==> src/rtl/nmed_accumulator.sv <==
// nmed_accumulator
//   Error-metric engine for approximate multiplier characterisation. Consumes
//   (exact, approximate) product pairs and accumulates the raw statistics the
//   host needs for MED / NMED / ER:
//     NMED = o_err_sum / o_count / o_max_exact   (division done off-chip)
//
// Ports
//   i_clk, i_rst        clock (rising edge), async active-high reset
//   i_start             begin a new run (only honoured in IDLE/DONE)
//   i_valid / o_ready   sample handshake; accept = i_valid & o_ready
//   i_exact, i_approx   signed PW-bit products
//   i_last              final sample of the run (qualified by accept)
//   o_busy              high in RUN and DRAIN
//   o_done              one-cycle pulse once results are final
//   o_err_sum           saturating sum of |approx - exact|
//   o_max_exact         largest signed exact product seen, floored at 0
//   o_max_abs_err       largest |approx - exact| (unsigned)
//   o_err_count         saturating count of samples with nonzero error
//   o_count             saturating count of accepted samples
module nmed_accumulator #(
  parameter int PW = 16,
  parameter int CW = 17,
  parameter int SW = 32
) (
  input  logic                 i_clk,
  input  logic                 i_rst,
  input  logic                 i_start,
  input  logic                 i_valid,
  output logic                 o_ready,
  input  logic signed [PW-1:0] i_exact,
  input  logic signed [PW-1:0] i_approx,
  input  logic                 i_last,
  output logic                 o_busy,
  output logic                 o_done,
  output logic [SW-1:0]        o_err_sum,
  output logic [PW-1:0]        o_max_exact,
  output logic [PW-1:0]        o_max_abs_err,
  output logic [CW-1:0]        o_err_count,
  output logic [CW-1:0]        o_count
);

  typedef enum logic [1:0] {IDLE, RUN, DRAIN, DONE} state_t;

  state_t               state_q;
  logic                 done_q;

  // Stage 1: per-sample error terms
  logic                 s1_vld_q;
  logic [PW-1:0]        s1_abs_q;
  logic                 s1_nz_q;
  logic signed [PW-1:0] s1_exact_q;

  // Stage 2: accumulators
  logic [SW-1:0]        err_sum_q;
  logic signed [PW-1:0] max_exact_q;
  logic [PW-1:0]        max_abs_q;
  logic [CW-1:0]        err_cnt_q;
  logic [CW-1:0]        cnt_q;

  logic                 accept;
  logic [PW:0]          diff_d;
  logic [PW:0]          neg_d;
  logic [PW-1:0]        abs_d;
  logic [SW:0]          sum_ext;
  logic [CW:0]          cnt_ext;
  logic [CW:0]          err_cnt_ext;

  assign accept = i_valid && (state_q == RUN);

  // PW+1 bit difference cannot overflow; its magnitude is at most 2^PW-1,
  // so the low PW bits of the negation are always the exact absolute value.
  always_comb begin
    diff_d = {i_approx[PW-1], i_approx} - {i_exact[PW-1], i_exact};
    neg_d  = ~diff_d + (PW+1)'(1);
    abs_d  = diff_d[PW] ? neg_d[PW-1:0] : diff_d[PW-1:0];
  end

  // One extra carry bit on each accumulator flags saturation.
  always_comb begin
    sum_ext     = {1'b0, err_sum_q} + {{(SW+1-PW){1'b0}}, s1_abs_q};
    cnt_ext     = {1'b0, cnt_q} + (CW+1)'(1);
    err_cnt_ext = {1'b0, err_cnt_q} + (CW+1)'(1);
  end

  always_ff @(posedge i_clk or posedge i_rst) begin
    if (i_rst) begin
      state_q     <= IDLE;
      done_q      <= 1'b0;
      s1_vld_q    <= 1'b0;
      s1_abs_q    <= '0;
      s1_nz_q     <= 1'b0;
      s1_exact_q  <= '0;
      err_sum_q   <= '0;
      max_exact_q <= '0;
      max_abs_q   <= '0;
      err_cnt_q   <= '0;
      cnt_q       <= '0;
    end else begin
      // Stage 1
      s1_vld_q <= accept;
      if (accept) begin
        s1_abs_q   <= abs_d;
        s1_nz_q    <= (diff_d != '0);
        s1_exact_q <= i_exact;
      end

      // Stage 2
      if (s1_vld_q) begin
        err_sum_q <= sum_ext[SW] ? '1 : sum_ext[SW-1:0];
        cnt_q     <= cnt_ext[CW] ? '1 : cnt_ext[CW-1:0];
        if (s1_nz_q)
          err_cnt_q <= err_cnt_ext[CW] ? '1 : err_cnt_ext[CW-1:0];
        if (s1_exact_q > max_exact_q) max_exact_q <= s1_exact_q;
        if (s1_abs_q > max_abs_q)     max_abs_q   <= s1_abs_q;
      end

      done_q <= 1'b0;
      unique case (state_q)
        IDLE, DONE: begin
          if (i_start) begin
            // Stage 1 is empty here, so this clear never races an update.
            state_q     <= RUN;
            err_sum_q   <= '0;
            max_exact_q <= '0;
            max_abs_q   <= '0;
            err_cnt_q   <= '0;
            cnt_q       <= '0;
          end else if (state_q == DONE) begin
            state_q <= IDLE;
          end
        end
        RUN: begin
          if (accept && i_last) state_q <= DRAIN;
        end
        DRAIN: begin
          // Last sample has left stage 1, so accumulators are final now.
          if (!s1_vld_q) begin
            state_q <= DONE;
            done_q  <= 1'b1;
          end
        end
        default: state_q <= IDLE;
      endcase
    end
  end

  assign o_ready       = (state_q == RUN);
  assign o_busy        = (state_q == RUN) || (state_q == DRAIN);
  assign o_done        = done_q;
  assign o_err_sum     = err_sum_q;
  assign o_max_exact   = max_exact_q;
  assign o_max_abs_err = max_abs_q;
  assign o_err_count   = err_cnt_q;
  assign o_count       = cnt_q;

endmodule

==> config.mk <==
export PLATFORM = sky130hd
export DESIGN_NAME = nmed_accumulator
export DESIGN_NICKNAME = d
export VERILOG_FILES = /design/src/rtl/nmed_accumulator.sv
export SDC_FILE = /design/constraint.sdc
export NUM_CORES = 1
export LEC_CHECK = 0
export CORE_ASPECT_RATIO = 1.5
export CORE_MARGIN = 2
export CORE_UTILIZATION = 40
export CTS_BUF_LIST = sky130_fd_sc_hd__clkbuf_4 sky130_fd_sc_hd__clkbuf_8
export DETAILED_ROUTE_END_ITERATION = 8
export REMOVE_ABC_BUFFERS = 1
export SETUP_SLACK_MARGIN = 0.05
export SLEW_MARGIN = 40
export SYNTH_ARGS = -nofsm -noshare
export SYNTH_HDL_FRONTEND = slang
export SYNTH_SLANG_ARGS = --single-unit
export TNS_END_PERCENT = 50
==> constraint.sdc <==
create_clock -name i_clk -period 4.65 [get_ports i_clk]
set_input_delay 1.1625 -clock i_clk [delete_from_list [all_inputs] [get_ports i_clk]]
set_output_delay 1.1625 -clock i_clk [all_outputs]
set_load 0.01 [all_outputs]
==> Yosys cells after proc, flatten, opt, wreduce, memory -nomap -nowiden <==
Index checks and enable logic that the tools add are counted.
{ "totals": {"reg_bits": 135, "input_bits": 37, "output_inout_bits": 101, "word_cells": 61} }
{ "op_classes": {"n_addsub": 5, "n_lt_le_gt_ge": 2, "n_eq_ne": 6, "mux": 29, "bitwise_logic": 1, "n_reduce_logical": 7} }
{ "op_table": {"columns": ["op", "count"], "rows": [
  ["17-bit two-way mux", 9],
  ["16-bit two-way mux", 9],
  ["32-bit two-way mux", 4],
  ["17-bit by 1-bit adder with 18-bit output (second input constant)", 2],
  ["32-bit by 16-bit adder with 33-bit output", 1],
  ["16-bit > comparator", 2],
  ["17-bit nonzero test", 1],
  ["16-bit by 16-bit subtractor with 17-bit output", 1],
  ["16-bit by 1-bit adder with 16-bit output (second input constant)", 1],
  ["16-bit NOT", 1],
  ["2-bit two-way mux", 4],
  ["2-bit one-hot mux with 3 select lines", 1],
  ["2-bit == test (second input constant)", 2],
  ["3-bit != test (second input constant)", 1],
  ["3-bit AND reduction", 1],
  ["2-bit by 1-bit == test with 1-bit output (second input constant)", 1],
  ["1-bit logical AND", 2],
  ["2-bit logical NOT", 1],
  ["1-bit two-way mux", 2],
  ["2-bit by 1-bit != test with 1-bit output (second input constant)", 1],
  ["2-bit != test (second input constant)", 1],
  ["2-bit OR reduction", 1],
  ["1-bit logical OR", 1]
]} }

==> Longest topological paths before layout <==
{ "logic_depth": {"word_depth": 6, "depth_mapped": 14} }

==> Worst setup path after synthesis <==
Ideal clock, no wire load.
{ "synth_timing": {"path_type": "input to register", "startpoint": "in i_approx[0]", "endpoint": "reg s1_abs_q[12]", "arrival_time_ns": 3.572, "t_required_ns": 4.525, "setup_slack_ns": 0.954, "stages": 12, "path_buffers": 0, "path_cell_list": "inv_1 ha_1 inv_1 fa_1 a21o_1 a21oi_1 xnor2_1 or4_4 nor4_4 a21oi_1 xnor2_1 mux2_2"} }
{ "synth_between": {"elab_chain_cells": 4} }
{ "synth_lines": {"columns": ["element", "line_no", "source"], "rows": [
  ["start, declared", "31", "input logic signed [PW-1:0] i_approx,"],
  ["16-bit by 16-bit subtractor with 17-bit output *", "73", "diff_d = {i_approx[PW-1], i_approx} - {i_exact[PW-1], i_exact};"],
  ["16-bit NOT", "74", "neg_d = ~diff_d + (PW+1)'(1);"],
  ["16-bit by 1-bit adder with 16-bit output", "74", null],
  ["16-bit two-way mux *", "75", "abs_d = diff_d[PW] ? neg_d[PW-1:0] : diff_d[PW-1:0];"],
  ["end signal, assigned", "102", "s1_abs_q <= abs_d;"],
  ["end, declared", "49", "logic [PW-1:0] s1_abs_q;"]
]} }
Every way passes the cells marked *; elsewhere a longest branch is shown, timed or not.
A chain may end at the register's enable or synchronous reset.

==> Worst setup path in the final report <==
{ "layout_timing": {"startpoint": "in i_exact[0]", "endpoint": "reg s1_abs_q[12]"} }
{ "layout_between": {"elab_chain_cells": 4} }
{ "layout_lines": {"columns": ["element", "line_no", "source"], "rows": [
  ["start, declared", "30", "input logic signed [PW-1:0] i_exact,"],
  ["16-bit by 16-bit subtractor with 17-bit output *", "73", null],
  ["16-bit NOT", "74", null],
  ["16-bit by 1-bit adder with 16-bit output", "74", null],
  ["16-bit two-way mux *", "75", null]
]} }
Marks and branches as above.

==> results.py <==
metrics = {
    "outcome": {
        "status": "finished, final reports clean",
    },
    "clocking": {
        "path_clk_slew_ps": 80,
        "cts.sinks": 135,
        "cts_tree": "done",
        "cts_made_buffers": 17,
        "htree_num_levels": 4,
        "cts_root_buf": "clkbuf_8",
        "clk_latency_ps": 440,
        "post_cts_buffers": 0,
        "cts_resized": 0,
        "clockBufferDepth": 2,
        "hold_buffers": 0,
    },
    "detailed_routing": {
        "final_antenna_net_count": 0,
        "dr.pass1.iters": 4,
        "drt_iter0_drc": 213,
        "wl_met2_um": 11400,
        "met3_wirelength_um": 729,
        "top_layer_used": "met4",
        "vias": 7098,
        "wl_per_cell_um": 15.8,
        "avgViaCountPerCell": 5.29,
        "wl_met1_um": 8580,
        "postRouteWirelength_um": 21200,
        "route.detailed.drc": 0,
    },
    "critical_path": {
        "r2r_cells": 11,
        "path_max_fanout": 4,
        "cp_cell_sequence": "clkdlybuf4s50_1 -> ha_1 -> inv_1 -> fa_1 -> a21o_1 -> a21oi_1 -> xnor2_1 -> or4_4 -> nor4_4 -> a21oi_1 -> xnor2_1 -> mux2_2",
        "crit_path_end": "s1_abs_q[12]",
        "crit_path_max_incr_delay_ps": 560,
        "crit_type": "in2reg",
        "reg2reg_slack_ps": 1390,
        "reg2reg_to": "o_err_sum[2]",
        "crit_arrival_ps": 4300,
        "timing.rr.start": "s1_abs_q[0]",
        "worst_ep_required_time_ps": 4970,
        "critPathLaunch": "i_exact[0]",
        "end_kind": "register",
        "cp_slowest_cell": "or4_4",
        "start_kind": "primary input",
    },
    "logic_synthesis": {
        "syn-cell-area_um2": 8560,
        "syn_avg_cell_area_um2": 9.19,
        "synth_top_area_share_pct": 39.5,
        "synth_seq_cells": 135,
        "synth_cells": 931,
        "ys_seq_area_share_pct": 39.5,
        "synth-main-ff-cell": "dfrtp_1",
        "synth-edff-count": 0,
        "synth_top_cells_by_count": "135 x dfrtp_1, 83 x a21oi_1, 79 x nor2_1, 76 x nand2_1, 70 x ha_1",
        "synth_warnings": 0,
        "synth_cell_types": 73,
        "synthMostInstantiatedCell": "dfrtp_1",
        "synth_area_leaders": "dfrtp_1 39%, ha_1 10%, a21oi_1 4.9%, mux2i_1 4.2%, o21ai_0 3.9%",
        "async_flop_share_pct": 100,
        "yosysTopAreaCell": "dfrtp_1",
    },
    "pwr": {
        "seq_power_share_pct": 32.4,
        "power_switching_share_pct": 41.3,
        "pwr-share-comb_pct": 50.3,
        "leakagePower_nw": 4.89,
        "power_density_nw_per_um2": 561,
        "ir_worst_vdd_v": 0.000292,
        "p_total_mw": 5.97,
        "p_clk_share_pct": 17.3,
        "p_switching_mw": 2.47,
        "power.internal_mw": 3.50,
    },
    "timing": {
        "finalSetupTns_ps": 0,
        "min_period_over_period_pct": 85.6,
        "finalClockSkew_ps": 13.9,
        "maxSlewViolCount": 0,
        "tightest_slew_ps": 779,
        "clock.fmax_ghz": 0.251,
        "setup_slack_ps": 670,
        "setup_viol": 0,
        "rsz0062_at_grt": "no",
        "finalCriticalPeriod_ps": 3980,
        "whs_ps": 523,
        "final-hold-violation-count": 0,
        "timing.slew.headroom_pct": 48.0,
    },
    "placed_design": {
        "place_area_um2": 10200,
        "dpl_worst_slack_ps": 233,
        "dp_hpwl_um": 15700,
        "gp_congestion": 0.817,
        "port_buffers": 137,
        "dp.cells": 1309,
    },
    "floorplan": {
        "pin_count": 138,
        "die_y_um": 183,
        "coreArea_um2": 21100,
        "die_area_um2": 22600,
        "die_w_um": 123,
        "num_rows": 65,
        "start_util_pct": 40.6,
    },
    "global_route": {
        "grt_pass1_wl_um": 35400,
        "grt_max_degree": 79,
        "antenna_found_initial": 0,
        "grtUsageTotal_pct": 19.7,
        "overflow": 0,
        "grt_pass1_vias": 7187,
    },
    "finish": {
        "diodes": 0,
        "nets": 1170,
        "area_growth_pct": 24.3,
        "final_cell_area_um2": 10600,
        "drive_above_1_share_pct": 6.06,
        "fin_util_pct": 50.5,
        "final_cell_count_no_fill": 1341,
    },
    "min_path": {
        "hold_class": "reg2reg",
    },
    "job": {
        "cap_violations": 0,
    },
}
==> worst max-delay path, delay by kind of cell <==
family	cells	cell delay, ps
AOI/OAI and AO/OA	3	480
xor gates and xnor gates	2	280
adders and majority gates	2	630
buffers and inverters	2	540
muxes	1	260
and+or+nand+nor	2	940
==> metal layers <==
| metal | vias to the layer above | GRT usage (%) |
|---|---|---|
| met5 | - | 0 |
| met4 | 0 | 6.36 |
| met3 | 21 | 3.82 |
| met2 | 125 | 37.0 |
| met1 | 3388 | 21.8 |
| li1 | 3564 | - |
==> final cells by class <==
type / instances / area, um^2
timing repair buffer: 143 / 1450
inverter: 67 / 256
sequential: 135 / 3380
clock buffer: 19 / 262
multi-input combinational: 697 / 4800
fill: 2001 / 10400
clock inverter: 12 / 153
tap: 268 / 335
==> how the worst min path moves through the flow <==
| stage | cells past startpoint | slack, ps | end | startpoint |
|---|---|---|---|---|
| after global routing | 2 | 560 | s1_exact_q[3] | s1_exact_q[3] |
| after global placement | 2 | 500 | s1_exact_q[15] | s1_exact_q[15] |
| after CTS | 2 | 530 | s1_exact_q[5] | s1_exact_q[5] |
| after floorplan | 2 | 470 | s1_exact_q[10] | s1_exact_q[10] |
| after detailed placement | 2 | 510 | s1_exact_q[5] | s1_exact_q[5] |
| final | 2 | 520 | s1_exact_q[5] | s1_exact_q[5] |
==> placed cells by master, fill, tap and decap left out, types with 16 or more instances in the layout <==
master           synthesis  routed
nand3_1                 19      19
dfrtp_1                135     135
nor3_1                  16      16
ha_1                    70      70
clkdlybuf4s50_1          0     137
inv_1                   67      66
a21oi_1                 83      83
nand4_1                 21      21
clkbuf_8                 0      19
nand2_1                 76      75
o21ai_0                 66      66
mux2i_1                 36      36
xnor2_1                 30      30
nor2_1                  79      78
xor2_1                  34      34
a21o_1                  19      19
==> registers in the layout, summed over array words and instances (netlist names) <==
signal,cells
o_err_sum,32
o_count,17
o_err_count,17
o_max_abs_err,16
o_max_exact,16
s1_abs_q,16
s1_exact_q,16
state_q,2
o_done,1
s1_nz_q,1
s1_vld_q,1
==> cell families (layout without fill, tap and decap cells) <==
family	Yosys count	after routing	share of synthesized area [%]
AOI/OAI and AO/OA	248	248	18.2
xor gates and xnor gates	64	64	6.55
adders and majority gates	72	72	10.7
buffers and inverters	99	241	4.59
DFF	135	135	39.5
muxes	37	37	4.34
and+or+nand+nor	276	276	16.2
==> power by group through the flow <==
stage	clock, mW	combinational [mW]	sequential (mW)
after floorplan	0	1.88	1.94
after global placement	0	3.00	1.96
after detailed placement	0	3.03	1.97
after CTS	1.07	3.05	1.94
after global routing	1.12	3.40	2.00
final	1.03	3.00	1.94
(Power assumes the default switching activity.)
